## config.mk

```make
export PLATFORM = sky130hd
export DESIGN_NAME = seq_mul_param
export DESIGN_NICKNAME = d
export VERILOG_FILES = /design/src/rtl/seq_mul_pkg.sv /design/src/rtl/seq_mul_addsub.sv /design/src/rtl/seq_mul_param.sv
export SDC_FILE = /design/constraint.sdc
export NUM_CORES = 1
export LEC_CHECK = 0
export ABC_AREA = 1
export CAP_MARGIN = 20
export CORE_UTILIZATION = 42
export DETAILED_ROUTE_END_ITERATION = 7
export PLACE_DENSITY = 0.64
export SYNTH_ARGS = -nofsm -noshare
export SYNTH_HDL_FRONTEND = slang
export SYNTH_SLANG_ARGS = --single-unit
export TNS_END_PERCENT = 100
```

## constraint.sdc

```tcl
create_clock -name clk -period 2.8 [get_ports clk]
set_input_delay 0.56 -clock clk [delete_from_list [all_inputs] [get_ports clk]]
set_output_delay 0.56 -clock clk [all_outputs]
set_load 0.05 [all_outputs]
```

## src/rtl/seq_mul_pkg.sv

```systemverilog
// Shared definitions for the parametrised shift-add sequential multiplier.
package seq_mul_pkg;

   typedef enum logic [1:0] {
      ST_IDLE = 2'd0,
      ST_RUN  = 2'd1,
      ST_DONE = 2'd2
   } state_t;

   // Counter must hold WIDTH-1 and still count one past it without aliasing.
   function automatic int cnt_width(input int width);
      return $clog2(width) + 1;
   endfunction

endpackage

```

## src/rtl/seq_mul_addsub.sv

```systemverilog
// One shift-add step: WIDTH+1-bit add/subtract with signed or unsigned extension.
module seq_mul_addsub
   import seq_mul_pkg::*;
#(
   parameter int WIDTH = 4
) (
   input  logic [WIDTH:0]   acc,
   input  logic [WIDTH-1:0] mcand,
   input  logic             add_en,
   input  logic             sgn,
   input  logic             sub,
   output logic [WIDTH+1:0] sum
);

   logic [WIDTH:0]   ext;
   logic [WIDTH:0]   addend;
   logic [WIDTH+1:0] acc_x;
   logic [WIDTH+1:0] add_x;

   // The extra top bit keeps the carry (unsigned) or the true sign (signed).
   always_comb begin
      ext    = sgn ? {mcand[WIDTH-1], mcand} : {1'b0, mcand};
      addend = add_en ? ext : '0;
      acc_x  = sgn ? {acc[WIDTH], acc} : {1'b0, acc};
      add_x  = sgn ? {addend[WIDTH], addend} : {1'b0, addend};
      sum    = sub ? (acc_x - add_x) : (acc_x + add_x);
   end

endmodule

```

## src/rtl/seq_mul_param.sv

```systemverilog
// WIDTH x WIDTH shift-add multiplier with signed/unsigned mode, start/busy/done handshake
// and a held product.
module seq_mul_param
   import seq_mul_pkg::*;
#(
   parameter int WIDTH = 4,
   parameter int CNT_W = cnt_width(WIDTH)
) (
   input  logic               clk,
   input  logic               rst_n,
   input  logic               start,
   input  logic               signed_mode,
   input  logic               abort,
   input  logic [WIDTH-1:0]   a,
   input  logic [WIDTH-1:0]   b,
   output logic               busy,
   output logic               done,
   output logic [2*WIDTH-1:0] product,
   output state_t             state_dbg
);

   // Handshake: start is sampled only in IDLE/DONE; busy covers exactly the WIDTH
   // iteration cycles; done pulses for one cycle as product updates.
   state_t           state;
   logic [WIDTH-1:0] mcand;
   logic [WIDTH-1:0] mplr;
   logic [WIDTH:0]   acc;
   logic [CNT_W-1:0] cnt;
   logic             sgn;
   logic             last;
   logic [WIDTH+1:0] sum;

   assign last      = (cnt == CNT_W'(WIDTH - 1));
   assign state_dbg = state;

   // The multiplier MSB carries negative weight in two's complement.
   seq_mul_addsub #(.WIDTH(WIDTH)) u_addsub (
      .acc    (acc),
      .mcand  (mcand),
      .add_en (mplr[0]),
      .sgn    (sgn),
      .sub    (sgn & last),
      .sum    (sum)
   );

   always_ff @(posedge clk or negedge rst_n) begin
      if (!rst_n) begin
         state   <= ST_IDLE;
         busy    <= 1'b0;
         done    <= 1'b0;
         product <= '0;
         mcand   <= '0;
         mplr    <= '0;
         acc     <= '0;
         cnt     <= '0;
         sgn     <= 1'b0;
      end else begin
         case (state)
            ST_IDLE, ST_DONE: begin
               done <= 1'b0;
               if (start) begin
                  mcand <= a;
                  mplr  <= b;
                  sgn   <= signed_mode;
                  acc   <= '0;
                  cnt   <= '0;
                  busy  <= 1'b1;
                  state <= ST_RUN;
               end else begin
                  state <= ST_IDLE;
               end
            end
            ST_RUN: begin
               if (abort) begin
                  busy  <= 1'b0;
                  state <= ST_IDLE;
               end else begin
                  acc  <= sum[WIDTH+1:1];
                  mplr <= {sum[0], mplr[WIDTH-1:1]};
                  cnt  <= cnt + CNT_W'(1);
                  if (last) begin
                     product <= {sum[WIDTH:1], sum[0], mplr[WIDTH-1:1]};
                     done    <= 1'b1;
                     busy    <= 1'b0;
                     state   <= ST_DONE;
                  end
               end
            end
            default: begin
               busy  <= 1'b0;
               done  <= 1'b0;
               state <= ST_IDLE;
            end
         endcase
      end
   end

endmodule

```

==> metrics.yaml, run 1 <==
global_route:
  antenna_found_initial: 0
  grt_max_degree: 30
  grt_pass1_vias: 1233
  grt_use_met3_pct: 3.31
  grt_util_met1_pct: 21.1
  gr-usage-all-layers_pct: 18.2
  met2_usage_pct: 32.4
  gr-total-overflow: 0
  grt_pass1_wl_mm: 5.43
  top_usage_layer: "met2"
power_and_ir_drop:
  powerDensity_mw_per_mm2: 1220
  ir_drop_uv: 482
  power_leakage_nw: 0.943
layout:
  final_nets: 223
  fillCellCount: 330
  n_antenna_cell: 0
  multi_input_area_um2: 704
  regArea_um2: 726
  final_cell_mix: "nand2_1, dfrtp_1, clkdlybuf4s50_1"
  final_common_cell: "nand2_1"
  area_growth_pct: 22.1
  drive_above_1_share_pct: 11.9
yosys:
  synth_cell_type_count: 28
  synth_cells: 171
  syn_avg_cell_area_um2: 8.95
  ys_warn_count: 0
  synth-seq-area-share_pct: 47.4
  synth_top_area_share_pct: 47.4
  synth-seq-cells: 29
  synth_top_area_cell: "dfrtp_1"
  syn_nets: 193
  syn_area_mm2: 0.00153
  yosys-top-cells-area: "dfrtp_1, nand2_1, ha_1, o21ai_0, inv_1"
hold_path:
  min-delay-start: "mcand[1]"
  whs_endpoint: "mcand[1]"
  holdPathStages: 2
  hold_path.class: "reg2reg"
clocking:
  cts_buffers: 5
  cts_sinks: 29
  cts_buffer_depth: 2
  cts_tree: "done"
  worstSkewPairLatency_ps: 330
  clkSlewWorstSetupHoldPaths_ps: 80
  postCtsSetupBuffers: 0
  htree_levels: 2
  clock-root-buffer: "clkbuf_4"
placed_design:
  port-buffer-count: 24
  dp_hpwl_mm: 2.37
  post-place-ws_ps: 261
  gp_congestion: 0.842
floorplanning:
  start_util_pct: 44.8
  dieArea_mm2: 0.00389
  core_mm2: 0.00342
  ios: 25
  chipHeight_um: 62.4
  rows: 21
  die_x_um: 62.4
critical_path:
  r2r-end: "acc[2]"
  r2r_setup_slack_ps: 230
  path_class: "reg2reg"
  slowest_delay_ps: 400
  ff2ff_path_depth: 11
  crit_top_cell: "ha_1"
  startpoint_type: "flip-flop"
  cp.arrival_ps: 2750
  rr_startpoint: "cnt[0]"
  crit_chain: "ha_1 -> ha_1 -> nand2_1 -> inv_1 -> or2_2 -> xnor2_1 -> ha_1 -> a21oi_2 -> o21ai_0 -> xnor2_1 -> o21ai_0"
  path_max_fanout: 4
  end_kind: "flip-flop"
  cp.required_ps: 2990
  crit_slowest_cell: "dfrtp_1"
route:
  ant_nets: 0
  wl_per_cell_um: 12.9
  drt_iter0_markers: 48
  drc: 0
  wl_mm: 3.18
  via_per_inst: 5.06
  num_vias: 1249
  drt_first_pass_iters: 4
sta:
  finalCriticalPeriod_ps: 2570
  fin_skew_ps: 12.0
  relSlewSlack_pct: 60.2
  tightest_slew_ps: 597
  maxSlewViolCount: 0
  fin_tns_setup_ps: 0
  min_period_over_period_pct: 91.7
  fmax_mhz: 390
  hold_viol_final: 0
  setup_violations: 0
  setup_ws_ps: 233
outcome:
  status: "completed"
run:
  cap_violations: 0
how the worst max path moves through the flow:
| stage | slack [ps] | end | startpoint | depth (start not counted) |
|---|---|---|---|---|
| detailed placement | 260 | acc[2] | cnt[0] | 11 |
| CTS | 230 | acc[2] | cnt[0] | 11 |
| global route | -10 | acc[2] | cnt[0] | 11 |
| global placement | 350 | acc[2] | cnt[0] | 11 |
| finish | 230 | acc[2] | cnt[0] | 11 |
| floorplan | 460 | acc[2] | cnt[0] | 11 |
flip-flops by register name (all words and copies together), names as in the netlist:
| name | flops |
|---|---|
| mcand | 4 |
| busy | 1 |
| cnt | 3 |
| done | 1 |
| state_dbg | 2 |
| mplr | 4 |
| acc | 5 |
| product | 8 |
| sgn | 1 |
stage by stage:
| stage | std cells | area [um^2] | hold slack, ps | total power [W] | utilization [%] |
|---|---|---|---|---|---|
| final | 247 | 1870 | 478 | 0.00229 | 54.7 |
| after global routing | 247 | 1870 | 501 | 0.00248 | 54.7 |
| after CTS | 247 | 1860 | 484 | 0.00228 | 54.6 |
| after detailed placement | 240 | 1810 | 463 | 0.00202 | 53.0 |
| after global placement | 240 | 1810 | 457 | 0.00198 | 53.0 |
| after floorplan | 171 | 1530 | 264 | 0.00168 | - |
final cells by class:
cell class | instances | share of cell area, %
repair buffers | 25 | 13.3
well taps | 46 | 3.08
flip-flops and latches | 29 | 38.8
inverters | 20 | 4.15
clock buffers | 7 | 2.95
multi-input cells | 120 | 37.7
routing by layer:
layer | vias up | share of wire [%]
met2 | 24 | 51
met1 | 600 | 44
met4 | 0 | 1.9
li1 | 619 | -
met5 | - | 0
met3 | 6 | 3.7
power breakdown:
group          switching, W  internal, W
sequential         0.000105     0.000581
clock              0.000137     0.000118
combinational      0.000848     0.000498
cells in the mapped netlist, drive strengths merged:
master  instances
ha              8
o22ai           1
a31oi           1
o211ai          5
a21oi           3
xor2            1
or2             2
a22o            2
xnor2           3
dfrtp          29
nor2            6
o31ai           1
fa              1
nand3           9
buf             2
nand2          59
inv            20
o21ai          18
critical path: cells and delay by family, from the launching register on:
| family | cells | cell delay, ps |
|---|---|---|
| adders and majority gates | 3 | 760 |
| AOI/OAI and AO/OA | 3 | 450 |
| and+or+nand+nor | 2 | 410 |
| DFF | 1 | 400 |
| xor gates and xnor gates | 2 | 320 |
| buffers and inverters | 1 | 80 |
repair_timing:
action,4_1_cts,5_1_grt
gates resized for setup,0,1
hold buffers,0,0
setup endpoints to repair,0,1
cells by family (layout without fill, tap and decap cells):
family | Yosys count | in the layout | synth area share [%]
AOI/OAI and AO/OA | 31 | 31 | 13.0
DFF | 29 | 29 | 47.4
buffers and inverters | 22 | 52 | 6.79
xor gates and xnor gates | 4 | 4 | 2.29
adders and majority gates | 9 | 9 | 7.85
and+or+nand+nor | 76 | 76 | 22.6
(Power assumes the default switching activity.)
==> run 2, diff against run 1 <==
Clock period 2.8 ns to 3.1 ns, I/O delays scaled along.
==> run 2 against run 1 <==
Compared with the run above:
- first-iteration DRC count rose by 8.3%
- hold slack improved by 2.0 ps
- count of clock-buffer cells in the layout did not move
- fmax decreased by 0.26%
- via count shrank 0.88%
- power is 10% lower
- sequential share of layout area grew 0.078 points
- routed wire length shrank 0.72%
- sequential power fell by 9.8%
- clock skew about the same
- non-clock buffer count unchanged
- combinational power shrank 11%
- highest routed layer unchanged
==> metrics.yaml, run 2 (synthesis gave the netlist of run 1 again) <==
global_route:
  grt_max_degree: 30
  grt_pass1_wl_mm: 5.43
  antenna_found_initial: 0
  grt_pass1_vias: 1233
  gr-usage-all-layers_pct: 18.2
  gr-total-overflow: 0
floorplanning:
  chipHeight_um: 62.4
  dieArea_mm2: 0.00389
  ios: 25
  die_x_um: 62.4
  core_mm2: 0.00342
  rows: 21
  start_util_pct: 44.8
clocking:
  cts_buffers: 5
  cts_buffer_depth: 2
  worstSkewPairLatency_ps: 340
  htree_levels: 2
  cts_tree: "done"
  clkSlewWorstSetupHoldPaths_ps: 80
  postCtsSetupBuffers: 0
  clock-root-buffer: "clkbuf_4"
  cts_sinks: 29
  cts_hold_buf: 0
  cts_resized: 0
critical_path:
  path_max_fanout: 4
  startpoint_type: "flip-flop"
  r2r-end: "acc[2]"
  endpoint: "acc[2]"
  cp.required_ps: 3290
  cp.arrival_ps: 2760
  r2r_setup_slack_ps: 530
  rr_startpoint: "cnt[0]"
  ff2ff_path_depth: 11
  end_kind: "flip-flop"
  path_class: "reg2reg"
  startpoint: "cnt[0]"
layout:
  final_area_mm2: 0.00186
  regArea_um2: 726
  area_growth_pct: 21.8
  fin_util_pct: 54.6
  final_common_cell: "nand2_1"
  largest_reg_flops: 8
  final_cell_mix: "nand2_1, dfrtp_1, clkdlybuf4s50_1"
  multi_input_area_um2: 701
  reg_top3: "product (8), acc (5)"
  drive_above_1_share_pct: 11.4
  final_nets: 223
  top_register: "product"
  n_antenna_cell: 0
  fillCellCount: 330
placed_design:
  gp_congestion: 0.842
  port-buffer-count: 24
  dp_hpwl_mm: 2.37
  placed_area_mm2: 0.00181
  post-place-ws_ps: 561
sta:
  rsz0062_at_grt: "no"
  maxSlewViolCount: 0
  setup_violations: 0
  hold_viol_final: 0
  finalCriticalPeriod_ps: 2570
  fin_tns_setup_ps: 0
  tightest_slew_ps: 598
  setup_ws_ps: 526
  relSlewSlack_pct: 60.2
  fmax_mhz: 389
  fin_skew_ps: 12.3
  min_period_over_period_pct: 83.0
run:
  cap_violations: 0
route:
  num_vias: 1238
  ant_nets: 0
  wl_per_cell_um: 12.8
  drc: 0
  drt_iter0_markers: 52
  wl_mm: 3.16
  drt_first_pass_iters: 4
  via_per_inst: 5.01
power_and_ir_drop:
  powerDensity_mw_per_mm2: 1100
  power_leakage_nw: 0.942
  ir_drop_uv: 436
outcome:
  status: "completed"
hold_path:
  hold_path.class: "reg2reg"
[run 2: cell counts in the layout (fill, tap and decap cells not counted)]
No cell type changed its count.
[run 2: area by class of cell]
class	instances	share of cell area (%)
Clock buffer	7	2.95
Inverter	20	4.16
Multi-Input combinational cell	120	37.6
Sequential cell	29	38.9
Tap cell	46	3.09
Timing Repair Buffer	25	13.3
[run 2: critical path, cell delays in order (launching register included)]
cell and delay (ps):
dfrtp_1 400, ha_1 200, ha_1 210, nand2_1 110
inv_1 80, or2_2 300, xnor2_1 130, ha_1 330
a21oi_1 230, o21ai_0 150, xnor2_1 190, o21ai_0 90
[run 2: worst min path at each step]
| stage | slack, ps | depth (start not counted) | startpoint | end |
|---|---|---|---|---|
| final | 480 | 2 | mcand[1] | mcand[1] |
| after global routing | 500 | 2 | mcand[1] | mcand[1] |
| after CTS | 480 | 2 | mcand[1] | mcand[1] |
| after detailed placement | 460 | 2 | mcand[1] | mcand[1] |
| after global placement | 460 | 2 | product[5] | product[5] |
| after floorplan | 320 | 0 | rst_n | acc[0] |
[run 2: per-layer routing]
metal | vias to the layer above | GRT usage, % | wire length, um
li1 | 618 | - | -
met1 | 587 | 21.1 | 1410
met2 | 27 | 32.4 | 1570
met3 | 6 | 3.31 | 124
met4 | 0 | 8.72 | 59
met5 | - | 0 | 0
[run 2: power breakdown]
group / internal [W] / total (W) / leakage, nW / switching, W
combinational: 0.000446 / 0.00120 / 0.548 / 0.000755
sequential: 0.000525 / 0.000619 / 0.362 / 0.0000942
clock: 0.000107 / 0.000231 / 0.0314 / 0.000124
[run 2: through the flow]
step / cells / power, W / hold slack, ps
4_1_cts: 247 / 0.00206 / 484
5_1_grt: 247 / 0.00222 / 501
6_report: 247 / 0.00205 / 480
3_5_place_dp: 240 / 0.00183 / 463
2_1_floorplan: 171 / 0.00152 / 324
3_3_place_gp: 240 / 0.00178 / 457
